===== src/rtl/crp16_alu_pkg.sv =====
// Shared definitions for the CRP16 multi-cycle multiply/divide sequencer.
//   MD_MUL / MD_DIV : op encodings carried on the 'op' port
//   MD_ITER         : iterations per operation (operand width)
//   md_state_e      : sequencer state encoding
package crp16_alu_pkg;

  localparam logic MD_MUL  = 1'b0;
  localparam logic MD_DIV  = 1'b1;
  localparam int   MD_ITER = 16;

  typedef enum logic [1:0] {
    ST_IDLE = 2'd0,
    ST_RUN  = 2'd1,
    ST_DONE = 2'd2
  } md_state_e;

endpackage


===== src/rtl/crp16_alu_adder.sv =====
// 16-bit adder/subtractor shared by the multiply and divide iterations.
//   x, y  : operands
//   sub   : 0 = x + y, 1 = x - y (two's complement, x + ~y + 1)
//   r     : 16-bit result
//   c_out : carry out; when subtracting, 1 means no borrow (x >= y)
//   v     : signed overflow
module crp16_alu_adder (
  input  logic [15:0] x,
  input  logic [15:0] y,
  input  logic        sub,
  output logic [15:0] r,
  output logic        c_out,
  output logic        v
);

  logic [15:0] y_eff;
  logic [16:0] sum;

  always_comb begin
    y_eff = y ^ {16{sub}};
    sum   = {1'b0, x} + {1'b0, y_eff} + {16'd0, sub};
  end

  assign r     = sum[15:0];
  assign c_out = sum[16];
  assign v     = (x[15] == y_eff[15]) && (r[15] != x[15]);

endmodule


===== src/rtl/crp16_alu_muldiv_seq.sv =====
// Multi-cycle unsigned 16x16 multiply / 16/16 divide sequencer.
// One shared adder is used per cycle: shift-add for MUL, restoring
// subtract-compare for DIV.
//   clk, rst_n      : clock, async active-low reset
//   start, op, a, b : request; op/a/b latched when start is accepted
//   busy            : operation in progress (start ignored)
//   done            : one-cycle pulse, results valid
//   res_lo / res_hi : MUL product[15:0]/[31:16]; DIV quotient/remainder
//   dbz             : last DIV had a zero divisor
//
// state   | meaning
// IDLE    | waiting for start (also the one-cycle hold before a div-by-zero DONE)
// RUN     | iterating, one adder pass per cycle
// DONE    | results valid, done pulse; start may be accepted here
module crp16_alu_muldiv_seq
  import crp16_alu_pkg::*;
#(
  parameter int ITER = MD_ITER
) (
  input  logic        clk,
  input  logic        rst_n,
  input  logic        start,
  input  logic        op,
  input  logic [15:0] a,
  input  logic [15:0] b,
  output logic        busy,
  output logic        done,
  output logic [15:0] res_lo,
  output logic [15:0] res_hi,
  output logic        dbz
);

  localparam logic [4:0] LAST_CNT = 5'(ITER - 1);

  md_state_e   state_q, state_d;
  logic [4:0]  cnt_q, cnt_d;
  logic        op_q, op_d;
  logic [15:0] b_q, b_d;
  // hi holds acc_hi (MUL) or rem[15:0] (DIV); lo holds acc_lo or q.
  // rem[16] is always 0 after an iteration, so it needs no storage.
  logic [15:0] hi_q, hi_d;
  logic [15:0] lo_q, lo_d;
  logic        dbz_q, dbz_d;
  logic        busy_q, busy_d;
  logic        done_q, done_d;
  // Divide-by-zero results are loaded at acceptance; done follows one cycle later.
  logic        pend_q, pend_d;

  logic [16:0] s_div;
  logic [15:0] add_x;
  logic [15:0] add_r;
  logic        add_c;
  logic        adder_v_unused;
  logic        take;

  always_comb begin
    s_div = {hi_q, lo_q[15]};
    add_x = (op_q == MD_MUL) ? hi_q : s_div[15:0];
    take  = s_div[16] | add_c;
  end

  crp16_alu_adder u_adder (
    .x     (add_x),
    .y     (b_q),
    .sub   (op_q),
    .r     (add_r),
    .c_out (add_c),
    .v     (adder_v_unused)
  );

  always_comb begin
    state_d = state_q;
    cnt_d   = cnt_q;
    op_d    = op_q;
    b_d     = b_q;
    hi_d    = hi_q;
    lo_d    = lo_q;
    dbz_d   = dbz_q;
    busy_d  = 1'b0;
    done_d  = 1'b0;
    pend_d  = 1'b0;

    case (state_q)
      ST_RUN: begin
        busy_d = 1'b1;
        cnt_d  = cnt_q + 5'd1;
        if (op_q == MD_MUL) begin
          if (lo_q[0]) {hi_d, lo_d} = {add_c, add_r, lo_q[15:1]};
          else         {hi_d, lo_d} = {1'b0, hi_q, lo_q[15:1]};
        end else begin
          hi_d = take ? add_r : s_div[15:0];
          lo_d = {lo_q[14:0], take};
        end
        if (cnt_q == LAST_CNT) begin
          state_d = ST_DONE;
          busy_d  = 1'b0;
          done_d  = 1'b1;
        end
      end

      default: begin
        state_d = ST_IDLE;
        if (start) begin
          op_d  = op;
          b_d   = b;
          cnt_d = 5'd0;
          dbz_d = 1'b0;
          if (op == MD_DIV && b == 16'd0) begin
            hi_d   = a;
            lo_d   = 16'hFFFF;
            dbz_d  = 1'b1;
            pend_d = 1'b1;
          end else begin
            state_d = ST_RUN;
            busy_d  = 1'b1;
            hi_d    = 16'd0;
            lo_d    = a;
          end
        end else if (pend_q) begin
          state_d = ST_DONE;
          done_d  = 1'b1;
        end
      end
    endcase
  end

  always_ff @(posedge clk or negedge rst_n) begin
    if (!rst_n) begin
      state_q <= ST_IDLE;
      cnt_q   <= 5'd0;
      op_q    <= MD_MUL;
      b_q     <= 16'd0;
      hi_q    <= 16'd0;
      lo_q    <= 16'd0;
      dbz_q   <= 1'b0;
      busy_q  <= 1'b0;
      done_q  <= 1'b0;
      pend_q  <= 1'b0;
    end else begin
      state_q <= state_d;
      cnt_q   <= cnt_d;
      op_q    <= op_d;
      b_q     <= b_d;
      hi_q    <= hi_d;
      lo_q    <= lo_d;
      dbz_q   <= dbz_d;
      busy_q  <= busy_d;
      done_q  <= done_d;
      pend_q  <= pend_d;
    end
  end

  assign busy   = busy_q;
  assign done   = done_q;
  assign res_lo = lo_q;
  assign res_hi = hi_q;
  assign dbz    = dbz_q;

endmodule

===== config.mk =====
export PLATFORM = sky130hd
export DESIGN_NAME = crp16_alu_muldiv_seq
export DESIGN_NICKNAME = d
export VERILOG_FILES = /design/src/rtl/crp16_alu_pkg.sv /design/src/rtl/crp16_alu_adder.sv /design/src/rtl/crp16_alu_muldiv_seq.sv
export SDC_FILE = /design/constraint.sdc
export NUM_CORES = 1
export LEC_CHECK = 0
export CAP_MARGIN = 5
export CORE_ASPECT_RATIO = 2
export CORE_UTILIZATION = 49
export CTS_CLUSTER_SIZE = 14
export DETAILED_ROUTE_END_ITERATION = 10
export GPL_ROUTABILITY_DRIVEN = 0
export PLACE_DENSITY = 0.77
export SETUP_SLACK_MARGIN = 0.15
export SYNTH_ARGS = -nofsm -noshare
export SYNTH_HDL_FRONTEND = slang
export SYNTH_HIERARCHICAL = 1
export SYNTH_SLANG_ARGS = --single-unit

===== constraint.sdc =====
create_clock -name clk -period 3.8 [get_ports clk]
set_input_delay 0.76 -clock clk [delete_from_list [all_inputs] [get_ports clk]]
set_output_delay 0.76 -clock clk [all_outputs]
set_load 0.02 [all_outputs]

# --- Yosys cells after proc, flatten, opt, wreduce, memory -nomap -nowiden ---
# Index checks and enable logic that the tools add are counted.
totals:
  reg_bits: 60
  out_inout_bits: 35
op_classes:
  n_addsub: 3
  eq_ne: 3
  n_mux: 30
  bitwise: 3
  n_reduce_logical: 4
op_table:
  columns: ["operator", "n"]
  rows:
  - ["$mux W16", 12]
  - ["$add A16 B16 Y17", 1]
  - ["$add A17 B1 Y17", 1]
  - ["$logic_not A16 Y1", 1]
  - ["$xor A16 B16 Y16", 1]
  - ["$mux W1", 12]
  - ["$mux W5", 2]
  - ["$mux W2", 4]
  - ["$add A5 B1 Y5 const B", 1]
  - ["$eq A5 B4 Y1 const B", 1]
  - ["$eq A2 B1 Y1 const B", 1]
  - ["$ne A2 B2 Y1 const B", 1]
  - ["$reduce_and A2 Y1", 1]
  - ["$reduce_bool A2 Y1", 1]
  - ["$logic_and A1 B1 Y1", 1]
  - ["$not A1 Y1", 1]
  - ["$or A1 B1 Y1", 1]

# --- Depth between registers and ports, before layout ---
depth:
  ltp_word: 7
  depth_mapped: 17
  depth_no_buf: 14

# --- Hierarchy ---
# Netlist, hierarchy kept.
modules_own_cells:
  columns: ["module", "n_inst", "cells_each", "area_each_um2", "seq_area_each_um2"]
  rows:
  - ["crp16_alu_muldiv_seq", 1, 365, 3485.8, 1501.4]
  - ["crp16_alu_adder", 1, 114, 924.6, 0.0]

# --- Least setup slack after synthesis ---
# Ideal clock, no wire load.
synth_timing:
  kind: "register to register"
  startpoint: "reg op_q"
  endpoint: "reg lo_q[0], in the netlist res_lo[0]"
  setup_time_ns: 0.119
  arrival_time_ns: 3.602
  t_required_ns: 3.681
  setup_slack_ns: 0.079
  stages_incl_launch_ff: 17
  n_path_buf: 4
  cell_sequence: "dfrtp_1 clkbuf_1 buf_1 mux2_2 ha_1 o21a_1 o311ai_1 nand2_1 a41o_1 o2bb2ai_2 o21ai_1 or2_2 clkbuf_1 clkbuf_1 mux2i_1 a21oi_1 o21a_1"
synth_via:
  elab_chain_cells: 6
synth_rtl:
  columns: ["element", "line_no", "source"]
  rows:
  - ["start: declaration", "crp16_alu_muldiv_seq.sv:37", "logic op_q, op_d;"]
  - ["start signal: assignment", "crp16_alu_muldiv_seq.sv:142", "op_q <= op_d;"]
  - ["$mux W16", "crp16_alu_muldiv_seq.sv:58", "add_x = (op_q == MD_MUL) ? hi_q : s_div[15:0];"]
  - ["net add_x[4]", "crp16_alu_muldiv_seq.sv:50", "logic [15:0] add_x;"]
  - ["$add A16 B16 Y17", "crp16_alu_adder.sv:21", "sum = {1'b0, x} + {1'b0, y_eff} + {16'd0, sub};"]
  - ["$add A17 B1 Y17", "crp16_alu_adder.sv:21", null]
  - ["net add_c", "crp16_alu_muldiv_seq.sv:52", "logic add_c;"]
  - ["$or A1 B1 Y1", "crp16_alu_muldiv_seq.sv:59", "take = s_div[16] | add_c;"]
  - ["$mux W16", "crp16_alu_muldiv_seq.sv:87", "if (op_q == MD_MUL) begin"]
  - ["$mux W16", "crp16_alu_muldiv_seq.sv:83", "case (state_q)"]
  - ["end signal: assignment", "crp16_alu_muldiv_seq.sv:145", "lo_q <= lo_d;"]
  - ["end: declaration", "crp16_alu_muldiv_seq.sv:42", "logic [15:0] lo_q, lo_d;"]
# The timed path passes the listed nets, and every way through them passes these cells.
# A chain may end at the register's enable or synchronous reset.

# --- Worst setup path in the final report ---
layout_timing:
  startpoint: "reg op_q"
  endpoint: "reg hi_q[1], in the netlist res_hi[1]"
layout_via:
  elab_chain_cells: 7
layout_rtl:
  columns: ["element", "line_no", "source"]
  rows:
  - ["$mux W16", "crp16_alu_muldiv_seq.sv:58", null]
  - ["net add_x[0]", "crp16_alu_muldiv_seq.sv:50", null]
  - ["$add A16 B16 Y17", "crp16_alu_adder.sv:21", null]
  - ["$add A17 B1 Y17", "crp16_alu_adder.sv:21", null]
  - ["net add_c", "crp16_alu_muldiv_seq.sv:52", null]
  - ["$or A1 B1 Y1", "crp16_alu_muldiv_seq.sv:59", null]
  - ["$mux W16", "crp16_alu_muldiv_seq.sv:91", "hi_d = take ? add_r : s_div[15:0];"]
  - ["$mux W16", "crp16_alu_muldiv_seq.sv:87", null]
  - ["$mux W16", "crp16_alu_muldiv_seq.sv:83", null]
  - ["end signal: assignment", "crp16_alu_muldiv_seq.sv:144", "hi_q <= hi_d;"]
  - ["end: declaration", "crp16_alu_muldiv_seq.sv:41", "logic [15:0] hi_q, hi_d;"]
# The timed path passes the listed nets, and every way through them passes these cells.

==> impl_metrics.env <==
export IMPL_viasPerCell=6.133
export IMPL_worst_path_largest_cell_delay_ns=0.47
export IMPL_synth_area_per_cell_um2=9.221
export IMPL_drtPass1Iterations=5
export IMPL_cts_root_buf="clkbuf_16"
export IMPL_clkTransAtPathRegs_ns=0.06
export IMPL_status="finished, final reports clean"
export IMPL_fin_crit_ns=3.554
export IMPL_worstSkewPairLatency_ns=0.34
export IMPL_cts_tree="yes"
export IMPL_syn_to_final_growth_pct=24.00
export IMPL_post_route_period_util_pct=93.51
export IMPL_core_region_area_mm2=0.008648
export IMPL_layout_common_cells="69 x clkdlybuf4s50_1, 59 x dfrtp_1, 53 x nand2_1"
export IMPL_overflow=0
export IMPL_multi_input_area_mm2=0.002714
export IMPL_drtIter0Drc=256
export IMPL_synth_area_mm2=0.004389
export IMPL_dp_hpwl_um=8316
export IMPL_grt_pass1_wl_um=17930
export IMPL_start_util_pct=50.75
export IMPL_cts_buffers=9
export IMPL_top_layer="met4"
export IMPL_wl_met2_um=6247
export IMPL_ioPinCount=71
export IMPL_fp_dieH_um=135.8
export IMPL_drv_slew=0
export IMPL_wl_met1_um=4207
export IMPL_cp_arrival_ns=3.80
export IMPL_reg2reg_depth=15
export IMPL_met3_length_um=436
export IMPL_skew_ns=0.007684
export IMPL_cp_required_ns=4.05
export IMPL_rows=48
export IMPL_ys_warnings_count=6
export IMPL_rrSetupSlack_ns=0.25
export IMPL_drt_drc_violations_left=0
export IMPL_htree_levels=3
export IMPL_dieArea_mm2=0.009363
export IMPL_cp_slowest_cell="dfrtp_2"
export IMPL_first_global_vias=3757
export IMPL_setup_violations=0
export IMPL_rsz0062_at_grt="false"
export IMPL_die_x_um=68.93
export IMPL_crit_path_end="res_hi[1]"
export IMPL_cts_sinks=60
export IMPL_fmax_mhz=281.4
export IMPL_cp_common_cell="nand2_1"
export IMPL_worstMarginPinSlew_ns=1.132
export IMPL_antenna_found_initial=0
export IMPL_maxSlewHeadroom_pct=24.36
export IMPL_crit_type="register to register"
export IMPL_hold_viol=0
export IMPL_clock_path_buffers=2
export IMPL_antenna_cells=0
export IMPL_setup_tns_ns=0
export IMPL_register_area_mm2=0.001503
export IMPL_final_common_cell="clkdlybuf4s50_1"
export IMPL_ant_nets=0
export IMPL_setup_worst_path_end_class="register"
export IMPL_io_buffers=70
export IMPL_path_max_fanout=15
export IMPL_track_usage_pct=25.96
export IMPL_r2r_start="op_q"
export IMPL_critical_path_startpoint="op_q"
export IMPL_drive_gt1_share_pct=14.10
export IMPL_wl_per_cell_um=17.46
export IMPL_cts_hold_buf=0
export IMPL_drt_total_wl_um=11160
export IMPL_fill_cells=773
export IMPL_hold_path_class="register to register"
export IMPL_synthCells=476
export IMPL_nets=589
export IMPL_synth_nets=531
export IMPL_startpoint_type="register"
export IMPL_crit_chain="mux2_2 > mux2_4 > inv_1 > fa_1 > nor2b_1 > o311ai_1 > nand2_1 > a41o_1 > o2bb2ai_2 > o21ai_1 > nor2_1 > buf_4 > nand2_1 > a31oi_1 > a2bb2oi_1"
export IMPL_r2r_end="res_hi[1]"
export IMPL_drv_cap=0
export IMPL_grt_max_degree=56
export IMPL_num_vias=3919
-- sequential cells by signal (all words and copies together), names as in the netlist, 2 cells and up --
| name | cells |
|---|---|
| cnt_q | 5 |
| b_q | 16 |
| res_hi | 16 |
| res_lo | 16 |
| state_q | 2 |
-- repair_timing --
item	4_1_cts	5_1_grt
setup buffers	0	0
gates resized for setup	0	1
setup endpoints to repair	0	14
-- layer usage --
| layer | track usage [%] | up-vias |
|---|---|---|
| li1 | - | 1865 |
| met1 | 28.13 | 1908 |
| met2 | 47.36 | 118 |
| met3 | 4.362 | 28 |
| met4 | 10.32 | 0 |
| met5 | 0 | - |
-- area by class of cell --
class                   count  area share (%)
well taps                 100           2.299
clock inverters             5          0.9655
clock buffers              11           4.276
repair buffers             83           14.57
multi-input cells         374           49.86
inverters                   6          0.4138
flip-flops and latches     60           27.61
-- stage by stage --
step	cells	util (%)	setup WS, ns	cell area, um2	hold slack [ns]
floorplan	476	-	0.2037	4390	0.4429
global placement	623	59.61	0.4582	5155	0.4761
detailed placement	623	59.61	0.3469	5155	0.4800
CTS	639	62.91	0.3269	5440	0.4871
global route	639	62.93	0.1434	5443	0.5227
finish	639	62.93	0.2465	5443	0.4907
-- worst min path at each step --
stage          slack, ns  startpoint  endpoint  depth (start not counted)
2_1_floorplan       0.44    cnt_q[3]  cnt_q[3]                          1
3_3_place_gp        0.48    cnt_q[3]  cnt_q[3]                          1
5_1_grt             0.52    cnt_q[3]  cnt_q[3]                          1
4_1_cts             0.49    cnt_q[3]  cnt_q[3]                          1
3_5_place_dp        0.48    cnt_q[3]  cnt_q[3]                          1
6_report            0.49    cnt_q[3]  cnt_q[3]                          1
-- worst max-delay path: cells and delay by family (launching register included) --
kind / cells / cell delay (ns)
compound gates: 6 / 1.30
mux: 2 / 0.67
simple gates: 4 / 0.51
flops: 1 / 0.47
buf+inv: 2 / 0.30
fa+ha+maj: 1 / 0.21
Power is left out: the tool's default activity adds up to more than one toggle a clock period on the data nets, which glitch-free logic cannot reach.
